**src/rtl/ex_muldiv_unit_if.sv**
```systemverilog
// ex_muldiv_unit_if: handshake/data bundle between the EX stage and the
// multiply/divide unit.
//   master modport (EX stage): drives start, op, rs_val, rt_val, flush,
//                              hi_we, lo_we, wdata; observes busy, done, hi, lo
//   slave modport  (MDU):      the reverse
// Parameter WIDTH: operand width; hi/lo are WIDTH bits each.
interface ex_muldiv_unit_if #(
    parameter int unsigned WIDTH = 32
);
    logic             start;
    logic [3:0]       op;
    logic [WIDTH-1:0] rs_val;
    logic [WIDTH-1:0] rt_val;
    logic             flush;
    logic             hi_we;
    logic             lo_we;
    logic [WIDTH-1:0] wdata;
    logic             busy;
    logic             done;
    logic [WIDTH-1:0] hi;
    logic [WIDTH-1:0] lo;

    modport master (
        output start, op, rs_val, rt_val, flush, hi_we, lo_we, wdata,
        input  busy, done, hi, lo
    );

    modport slave (
        input  start, op, rs_val, rt_val, flush, hi_we, lo_we, wdata,
        output busy, done, hi, lo
    );
endinterface

```
**src/rtl/ex_muldiv_unit.sv**
```systemverilog
// ex_muldiv_unit: EX-stage iterative multiply/divide unit with HI/LO registers.
// MULT/MULTU/DIV/DIVU (op 1000/1001/1010/1011) run on magnitudes: WIDTH
// shift-add or restoring shift-subtract iterations, then a sign fix-up cycle.
// busy requests a pipeline stall; done pulses for one cycle when HI/LO are
// written by an operation. MTHI/MTLO writes are accepted only while idle.
// Ports:
//   clk    pipeline clock, rising edge
//   rst_n  asynchronous active-low reset
//   bus    ex_muldiv_unit_if.slave (start/op/operands/flush/hi_we/lo_we/wdata in,
//          busy/done/hi/lo out, all outputs registered)
// Optional feature macro: MDU_FAST_MUL_EN -- single-cycle combinational
// multiply (busy for one cycle); divide remains iterative.
module ex_muldiv_unit #(
    parameter int unsigned WIDTH = 32
) (
    input  logic              clk,
    input  logic              rst_n,
    ex_muldiv_unit_if.slave   bus
);
    localparam int unsigned DW = 2 * WIDTH;
    localparam int unsigned CW = (WIDTH > 1) ? $clog2(WIDTH) : 1;

    typedef enum logic [1:0] {
        IDLE = 2'd0,
        RUN  = 2'd1,
        FIN  = 2'd2
    } state_t;

    state_t           state;
    logic [CW-1:0]    cnt;
    logic [DW-1:0]    acc;       // mul: {partial hi, multiplier}; div: {remainder, dividend/quotient}
    logic [WIDTH-1:0] opnd;      // multiplicand or divisor magnitude
    logic             is_div;
    logic             res_neg;   // negate product / quotient
    logic             rem_neg;   // remainder takes dividend sign
    logic             busy_r;
    logic             done_r;
    logic [WIDTH-1:0] hi_r;
    logic [WIDTH-1:0] lo_r;

    assign bus.busy = busy_r;
    assign bus.done = done_r;
    assign bus.hi   = hi_r;
    assign bus.lo   = lo_r;

    logic             launch;
    logic             a_neg;
    logic             b_neg;
    logic [WIDTH-1:0] a_mag;
    logic [WIDTH-1:0] b_mag;
    logic [WIDTH:0]   mul_sum;
    logic [DW-1:0]    mul_next;
    logic [WIDTH:0]   div_tmp;
    logic [WIDTH:0]   div_diff;
    logic [DW-1:0]    div_next;
    logic [DW-1:0]    prod_src;
    logic [DW-1:0]    prod_fix;
    logic [WIDTH-1:0] quot_fix;
    logic [WIDTH-1:0] rem_fix;

    // Operand decode, one iteration step of each algorithm, and final sign fix.
    always_comb begin
        launch   = bus.start && (bus.op[3:2] == 2'b10);
        a_neg    = ~bus.op[0] & bus.rs_val[WIDTH-1];
        b_neg    = ~bus.op[0] & bus.rt_val[WIDTH-1];
        a_mag    = a_neg ? (~bus.rs_val + WIDTH'(1)) : bus.rs_val;
        b_mag    = b_neg ? (~bus.rt_val + WIDTH'(1)) : bus.rt_val;

        // Shift-add: add multiplicand to the upper half when multiplier LSB is set, shift right.
        mul_sum  = {1'b0, acc[DW-1:WIDTH]} + {1'b0, (acc[0] ? opnd : WIDTH'(0))};
        mul_next = {mul_sum, acc[WIDTH-1:1]};

        // Restoring divide: shift in next dividend bit, keep difference if non-negative.
        div_tmp  = {acc[DW-1:WIDTH], acc[WIDTH-1]};
        div_diff = div_tmp - {1'b0, opnd};
        div_next = div_diff[WIDTH] ? {div_tmp[WIDTH-1:0], acc[WIDTH-2:0], 1'b0}
                                   : {div_diff[WIDTH-1:0], acc[WIDTH-2:0], 1'b1};

`ifdef MDU_FAST_MUL_EN
        prod_src = DW'(opnd) * DW'(acc[WIDTH-1:0]);
`else
        prod_src = acc;
`endif
        prod_fix = res_neg ? (~prod_src + DW'(1)) : prod_src;
        quot_fix = res_neg ? (~acc[WIDTH-1:0] + WIDTH'(1)) : acc[WIDTH-1:0];
        rem_fix  = rem_neg ? (~acc[DW-1:WIDTH] + WIDTH'(1)) : acc[DW-1:WIDTH];
    end

    // Control FSM, datapath registers and HI/LO.
    always_ff @(posedge clk or negedge rst_n) begin
        if (!rst_n) begin
            state   <= IDLE;
            cnt     <= '0;
            acc     <= '0;
            opnd    <= '0;
            is_div  <= 1'b0;
            res_neg <= 1'b0;
            rem_neg <= 1'b0;
            busy_r  <= 1'b0;
            done_r  <= 1'b0;
            hi_r    <= '0;
            lo_r    <= '0;
        end else begin
            done_r <= 1'b0;

            // MTHI/MTLO only while idle; FIN never coincides with IDLE so no write conflict.
            if (state == IDLE) begin
                if (bus.hi_we) hi_r <= bus.wdata;
                if (bus.lo_we) lo_r <= bus.wdata;
            end

            if (bus.flush) begin
                state  <= IDLE;
                busy_r <= 1'b0;
                cnt    <= '0;
            end else begin
                case (state)
                    IDLE: begin
                        if (launch) begin
                            is_div  <= bus.op[1];
                            opnd    <= bus.op[1] ? b_mag : a_mag;
                            acc     <= {WIDTH'(0), (bus.op[1] ? a_mag : b_mag)};
                            // Divide by zero keeps the all-ones quotient unsigned-looking.
                            res_neg <= (a_neg ^ b_neg) & ~(bus.op[1] & (bus.rt_val == '0));
                            rem_neg <= a_neg;
                            cnt     <= '0;
                            busy_r  <= 1'b1;
`ifdef MDU_FAST_MUL_EN
                            state   <= bus.op[1] ? RUN : FIN;
`else
                            state   <= RUN;
`endif
                        end
                    end
                    RUN: begin
                        acc <= is_div ? div_next : mul_next;
                        cnt <= cnt + CW'(1);
                        if (cnt == CW'(WIDTH - 1)) begin
                            state <= FIN;
                        end
                    end
                    FIN: begin
                        if (is_div) begin
                            lo_r <= quot_fix;
                            hi_r <= rem_fix;
                        end else begin
                            lo_r <= prod_fix[WIDTH-1:0];
                            hi_r <= prod_fix[DW-1:WIDTH];
                        end
                        done_r <= 1'b1;
                        busy_r <= 1'b0;
                        cnt    <= '0;
                        state  <= IDLE;
                    end
                    default: begin
                        state  <= IDLE;
                        busy_r <= 1'b0;
                    end
                endcase
            end
        end
    end
endmodule
```
**src/flat_wrapper.sv**
```systemverilog
// flat-port wrapper written by rule: the top's interface ports become plain ports
module ex_muldiv_unit_flat 
#(
    parameter int unsigned WIDTH = 32
)
  (clk, rst_n, bus_start, bus_op, bus_rs_val, bus_rt_val, bus_flush, bus_hi_we, bus_lo_we, bus_wdata, bus_busy, bus_done, bus_hi, bus_lo);
  ex_muldiv_unit_if #(.WIDTH(WIDTH)) bus_i ();
  input  logic clk;
  input  logic rst_n;
  input wire logic [$bits(bus_i.start)-1:0] bus_start;
  input wire logic [$bits(bus_i.op)-1:0] bus_op;
  input wire logic [$bits(bus_i.rs_val)-1:0] bus_rs_val;
  input wire logic [$bits(bus_i.rt_val)-1:0] bus_rt_val;
  input wire logic [$bits(bus_i.flush)-1:0] bus_flush;
  input wire logic [$bits(bus_i.hi_we)-1:0] bus_hi_we;
  input wire logic [$bits(bus_i.lo_we)-1:0] bus_lo_we;
  input wire logic [$bits(bus_i.wdata)-1:0] bus_wdata;
  output wire logic [$bits(bus_i.busy)-1:0] bus_busy;
  output wire logic [$bits(bus_i.done)-1:0] bus_done;
  output wire logic [$bits(bus_i.hi)-1:0] bus_hi;
  output wire logic [$bits(bus_i.lo)-1:0] bus_lo;
  assign bus_i.start = bus_start;
  assign bus_i.op = bus_op;
  assign bus_i.rs_val = bus_rs_val;
  assign bus_i.rt_val = bus_rt_val;
  assign bus_i.flush = bus_flush;
  assign bus_i.hi_we = bus_hi_we;
  assign bus_i.lo_we = bus_lo_we;
  assign bus_i.wdata = bus_wdata;
  assign bus_busy = bus_i.busy;
  assign bus_done = bus_i.done;
  assign bus_hi = bus_i.hi;
  assign bus_lo = bus_i.lo;
  ex_muldiv_unit #(.WIDTH(WIDTH)) u_core (.clk(clk), .rst_n(rst_n), .bus(bus_i));
endmodule
```
**config.mk**
```make
export PLATFORM = sky130hd
export DESIGN_NAME = ex_muldiv_unit_flat
export DESIGN_NICKNAME = d
export VERILOG_FILES = /design/src/rtl/ex_muldiv_unit_if.sv /design/src/rtl/ex_muldiv_unit.sv /design/src/flat_wrapper.sv
export SDC_FILE = /design/constraint.sdc
export NUM_CORES = 1
export LEC_CHECK = 0
export ABC_AREA = 0
export ABC_CLOCK_PERIOD_IN_PS = 8900
export CORE_AREA = 2 2 228 230
export CTS_CLUSTER_SIZE = 20
export DETAILED_ROUTE_END_ITERATION = 12
export DIE_AREA = 0 0 230 232
export GPL_ROUTABILITY_DRIVEN = 0
export PLACE_DENSITY = 0.54
export SYNTH_ARGS = -nofsm -noshare
export SYNTH_HDL_FRONTEND = slang
export SYNTH_SLANG_ARGS = --single-unit
```
**constraint.sdc**
```tcl
create_clock -name clk -period 8.9 [get_ports clk]
set_input_delay 0.89 -clock clk [delete_from_list [all_inputs] [get_ports clk]]
set_output_delay 0.89 -clock clk [all_outputs]
set_load 0.02 [all_outputs]
```
Word-level counts from Yosys, hierarchy flattened. Cells that the tools add are included.

Shift operators: 0. $lt $le $gt $ge: 0. Reductions and logical operators: 10. Div/mod/pow operators: 0. Add/sub/neg operators: 8. Multipliers: 0. Bitwise gates (word level): 13. Mux-type cells: 34. Equality and inequality tests: 8.

Operators by type and width (number): 32-bit two-way mux (17); 64-bit two-way mux (4); 32-bit by 1-bit adder with 32-bit output, second input constant (4); 32-bit inverter (4); 64-bit case mux with 2 select lines (1); 64-bit by 1-bit adder with 64-bit output, second input constant (1); 64-bit inverter (1); 32-bit by 32-bit adder with 33-bit output (1); 33-bit by 32-bit subtractor with 33-bit output (1); 32-bit logical NOT (1); 5-bit case mux with 3 select lines (1); 5-bit two-way mux (2); 2-bit two-way mux (3); 3-bit by 2-bit != test with 1-bit output, second input constant (2); 2-bit AND reduction (3); 3-bit AND reduction (2); 5-bit by 1-bit adder with 5-bit output, second input constant (1); 5-bit equality test, second input constant (1); 1-bit AND (4); 2-bit equality test, second input constant (2); 1-bit two-way mux (4); 2-bit case mux with 2 select lines (1); 4-bit nonzero test (1); 1-bit inverter (3); 8 further kinds (8).

Output and inout bits: 66. Memories: 0. ROM bits: 0. Register bits: 172. Input port bits: 106. RAM bits: 0. Latch bits: 0.

Depth between registers and ports, before layout.
Depth in word-level cells: 6. Depth in mapped cells: 14.

Least setup slack after synthesis. OpenSTA, ideal clock, no wires.

Path type: in2reg. Start point: input port bus_rt_val[20]. End point: register u_core.opnd[31]. Required time: 8823 ps. Arrival: 3123 ps. Setup slack: 5700 ps. Cell stages on the path: 9. Buffers on the path: 0. Cell sequence: or4_4 > or3_4 > or4_4 > or4_1 > nor4_1 > o21ai_1 > nor2_1 > a21oi_1 > o21ai_1.

Word-level cells in the longest chain between the ends: 4.

RTL lines: start: declaration (RTL line flat_wrapper.sv:13) `input wire logic [$bits(bus_i.rt_val)-1:0] bus_rt_val;`; 32-bit inverter (RTL line ex_muldiv_unit.sv:67) `b_mag = b_neg ? (~bus.rt_val + WIDTH'(1)) : bus.rt_val;`; 32-bit by 1-bit adder with 32-bit output (RTL line ex_muldiv_unit.sv:67); 32-bit two-way mux (RTL line ex_muldiv_unit.sv:67); 32-bit two-way mux (RTL line ex_muldiv_unit.sv:121) `opnd <= bus.op[1] ? b_mag : a_mag;`; end signal: assignment (RTL line ex_muldiv_unit.sv:121); end: declaration (RTL line ex_muldiv_unit.sv:32) `logic [WIDTH-1:0] opnd;`.

Every way passes these cells. A chain may end at the register's enable or synchronous reset.

Final worst setup path.
Start point: register u_core.acc[0]. End point: register u_core.acc[60].

Word-level cells in the longest chain between the ends: 4.

RTL lines: start: declaration (RTL line ex_muldiv_unit.sv:31) `logic [DW-1:0] acc;`; start signal: assignment (RTL line ex_muldiv_unit.sv:122) `acc <= {WIDTH'(0), (bus.op[1] ? a_mag : b_mag)};`; start signal: assignment (RTL line ex_muldiv_unit.sv:136) `acc <= is_div ? div_next : mul_next;`; 32-bit two-way mux (RTL line ex_muldiv_unit.sv:70) `mul_sum = {1'b0, acc[DW-1:WIDTH]} + {1'b0, (acc[0] ? opnd : WIDTH'(0))};`; 32-bit by 32-bit adder with 33-bit output (RTL line ex_muldiv_unit.sv:70); 64-bit two-way mux (RTL line ex_muldiv_unit.sv:136); 64-bit case mux with 2 select lines (RTL line ex_muldiv_unit.sv:117) `case (state)`.

Every way passes these cells.

==> impl_metrics.tcl <==
set metrics [dict create \
    insertion_delay_of_the_later_clocked_pin_in_the_worst_skew_pair_ps 450 \
    holdWs_ps 424 \
    final_max_slew_viol_count 0 \
    vdd_drop_max_mv 0.159 \
    worst_r2r_startpoint "u_core.acc[0]$_DFFE_PN0P_" \
    via_count 14525 \
    critPathLaunch "u_core.acc[0]$_DFFE_PN0P_" \
    count_of_state_elements_after_synthesis 172 \
    tightest_slew_ps 1130 \
    outcome "finished clean" \
    pin_count 172 \
    asyncSetResetFlopFracSynth 1.00 \
    max-clock-path-buffers 2 \
    fp.dieArea_mm2 0.0534 \
    routed_wirelength_mm 53.7 \
    synth.largest_area_cell "sky130_fd_sc_hd__dfrtp_1" \
    ys_top_cells_by_count "sky130_fd_sc_hd__nand2_1, sky130_fd_sc_hd__o21ai_0, sky130_fd_sc_hd__nor2_1, sky130_fd_sc_hd__a21oi_1, sky130_fd_sc_hd__dfrtp_1" \
    worstSetupStartpointType "register" \
    worstPathArrival_ps 4490 \
    grt.total_usage 0.199 \
    ys_dominant_reg_cell "sky130_fd_sc_hd__dfrtp_1" \
    cts-buffers-inserted 17 \
    floorplan.initialDensity 0.297 \
    power.leakage_nw 7.44 \
    period_minus_slack_ps 4170 \
    synthesis.nets 2105 \
    finClkSkew_ps 12.7 \
    finalHoldViolCount 0 \
    grt_first_pass_wirelength_mm 82.8 \
    detail-route-antenna-nets 0 \
    path_clk_slew_ps 80 \
    row_count 83 \
    syn-instance-count 1927 \
    worstHoldPathType "input pin to async pin" \
    rsz0062_at_grt "no" \
    path_max_fanout 31 \
    wl_per_cell_um 19.8 \
    syn-cell-area_mm2 0.0151 \
    design_area_mm2 0.0180 \
    die_outline_height_um 232 \
    maxClockFrequency_mhz 240 \
    netlist-cell-type-count 77 \
    num-nets-final 2197 \
    cts_setup_buffers 0 \
    number_of_enable_flip_flop_cells_after_synthesis 0 \
    post_route_cells_drive_above_1_share 0.0423 \
    cts_repair_resize_count 0 \
    maxCapViolations 0 \
    drt-vias-per-instance 5.36 \
    yosysTopAreaCellShare 0.284 \
    synth.area.top_cells "sky130_fd_sc_hd__dfrtp_1, sky130_fd_sc_hd__mux2i_1, sky130_fd_sc_hd__o21ai_0, sky130_fd_sc_hd__a21oi_1, sky130_fd_sc_hd__xnor2_1" \
    die_w_um 230 \
    maxSlewHeadroom 0.244 \
    yosys_warnings 0 \
    ctsHoldBuffers 0 \
    grt_max_degree 121 \
    layout_worst_path_cycle_share 0.468 \
    worst-endpoint-required_ps 9220 \
    setup_viol 0 \
    gr-total-overflow 0 \
    post_detailed_route_drc_marker_count 0 \
    place.detailed.hpwl_mm 41.4 \
    top_count_cell_post_synth "sky130_fd_sc_hd__nand2_1" \
    tritoncts "built" \
    placement.io_buffers 171 \
    placed_area_mm2 0.0174 \
    layout.filler_cells 5363 \
    antenna_found_initial 2 \
    coreArea_mm2 0.0509 \
    clkSinkCount 172 \
    number_of_global_route_vias_before_repair 13914 \
    first_iter_violations 1277 \
    htree_depth 4 \
    power_density_mw_per_mm2 265 \
    post-layout-total-power_mw 4.76 \
    worstSetupEndpointType "register" \
    final_sum_of_negative_setup_slack_ps 0 \
    avgSynthCellArea_um2 7.85 \
    worst-setup-path-type "register to register" \
    detail_route.first_pass.iterations 5 \
    area_growth_syn_to_layout_pct 18.9 \
    portion_of_the_post_synthesis_area_used_by_sequential_elements 0.284 \
    ctsRootBufferMaster "sky130_fd_sc_hd__clkbuf_16" \
]
==> power by group <==
part	internal (mW)	switching (mW)
Combinational	1.10	1.61
Clock	0.420	0.359
Sequential	0.949	0.331
Total	2.47	2.30
==> state kept, by name (all words and copies together) (netlist names) <==
register / flops
u_core.cnt: 5
u_core.res_neg: 1
u_core.is_div: 1
u_core.bus.done: 1
u_core.rem_neg: 1
u_core.opnd: 32
u_core.acc: 64
u_core.bus.hi: 32
u_core.bus.busy: 1
u_core.bus.lo: 32
u_core.state: 2
==> metal layers <==
layer / up-vias / share of wire / track usage
met2: 436 / 0.44 / 0.308
li1: 7090 / - / -
met5: - / 0 / 0
met3: 71 / 0.052 / 0.0313
met4: 0 / 0.032 / 0.0716
met1: 6928 / 0.48 / 0.280
==> cells in the final DEF, fill, tap and decap left out, drive strengths merged, types with 7 or more instances in the layout <==
| cell | instances |
|---|---|
| dfrtp | 172 |
| xor2 | 68 |
| a21oi | 185 |
| buf | 16 |
| o21a | 12 |
| or3 | 15 |
| clkbuf | 18 |
| nor2b | 26 |
| or4 | 18 |
| o41ai | 12 |
| a211oi | 31 |
| o21ai | 210 |
| nand3 | 26 |
| inv | 68 |
| nand2b | 19 |
| o31ai | 21 |
| and2 | 18 |
| nand4 | 10 |
| nor3 | 24 |
| o221ai | 7 |
| o211ai | 16 |
| a31oi | 8 |
| o22a | 7 |
| nor2 | 200 |
| a22oi | 13 |
| nor4 | 19 |
| nand2 | 206 |
| ha | 70 |
| clkdlybuf4s50 | 169 |
| xnor2 | 104 |
| mux2i | 108 |
| mux2 | 11 |
| a21o | 29 |
==> metrics by stage <==
| stage | utilization | std cells | setup slack (ps) |
|---|---|---|---|
| finish | 0.354 | 2712 | 4730 |
| global route | 0.353 | 2711 | 4520 |
| CTS | 0.353 | 2711 | 4860 |
| detailed placement | 0.342 | 2680 | 4470 |
| global placement | 0.342 | 2680 | 4550 |
| floorplan | - | 1927 | 5700 |
==> kinds of logic (layout without fill, tap and decap cells) <==
group / after synthesis / after routing / share of synthesized area
buf+inv: 176 / 280 / 0.0440
compound gates: 605 / 605 / 0.242
mux: 119 / 119 / 0.0796
flops: 172 / 172 / 0.284
fa+ha+maj: 72 / 72 / 0.0605
other cells: 0 / 1 / 0
simple gates: 611 / 611 / 0.190
xor+xnor: 172 / 172 / 0.0996
==> final timing paths <==
| check | slack (ps) | cells after the start | end |
|---|---|---|---|
| setup / recovery | 4730 | 13 | u_core.acc[60]$_DFFE_PN0P_ |
| hold / removal | 420 | 1 | u_core.bus.hi[12]$_DFF_PN0_ |
| max in group asynchronous | 7250 | 2 | u_core.opnd[25]$_DFFE_PN0P_ |
| hold reg to reg | 490 | 2 | u_core.opnd[10]$_DFFE_PN0P_ |
| setup reg to reg | 4730 | 13 | u_core.acc[60]$_DFFE_PN0P_ |
| min in group clk | 490 | 2 | u_core.opnd[10]$_DFFE_PN0P_ |
==> area by class of cell <==
type,count,area (µm²),area share
Antenna cell,1,2.50,0.000139
Timing Repair Buffer,185,1810,0.101
Inverter,64,240,0.0134
Clock buffer,18,429,0.0239
Multi-Input combinational cell,1579,10200,0.566
Tap cell,680,851,0.0473
Sequential cell,172,4310,0.239
Clock inverter,13,160,0.00890
==> worst max-delay path: stages, from the launching register on <==
cell and delay (ps):
sky130_fd_sc_hd__dfrtp_1 530, sky130_fd_sc_hd__inv_1 180, sky130_fd_sc_hd__buf_4 390, sky130_fd_sc_hd__nor2_1 110
sky130_fd_sc_hd__ha_1 400, sky130_fd_sc_hd__a21oi_1 130, sky130_fd_sc_hd__o21ai_0 210, sky130_fd_sc_hd__a221oi_1 140
sky130_fd_sc_hd__o311ai_1 590, sky130_fd_sc_hd__a41oi_1 460, sky130_fd_sc_hd__o21a_1 350, sky130_fd_sc_hd__o2111a_1 260
sky130_fd_sc_hd__a21oi_1 150, sky130_fd_sc_hd__o211ai_1 110
No activity file was read; power rests on OpenSTA's default activity.
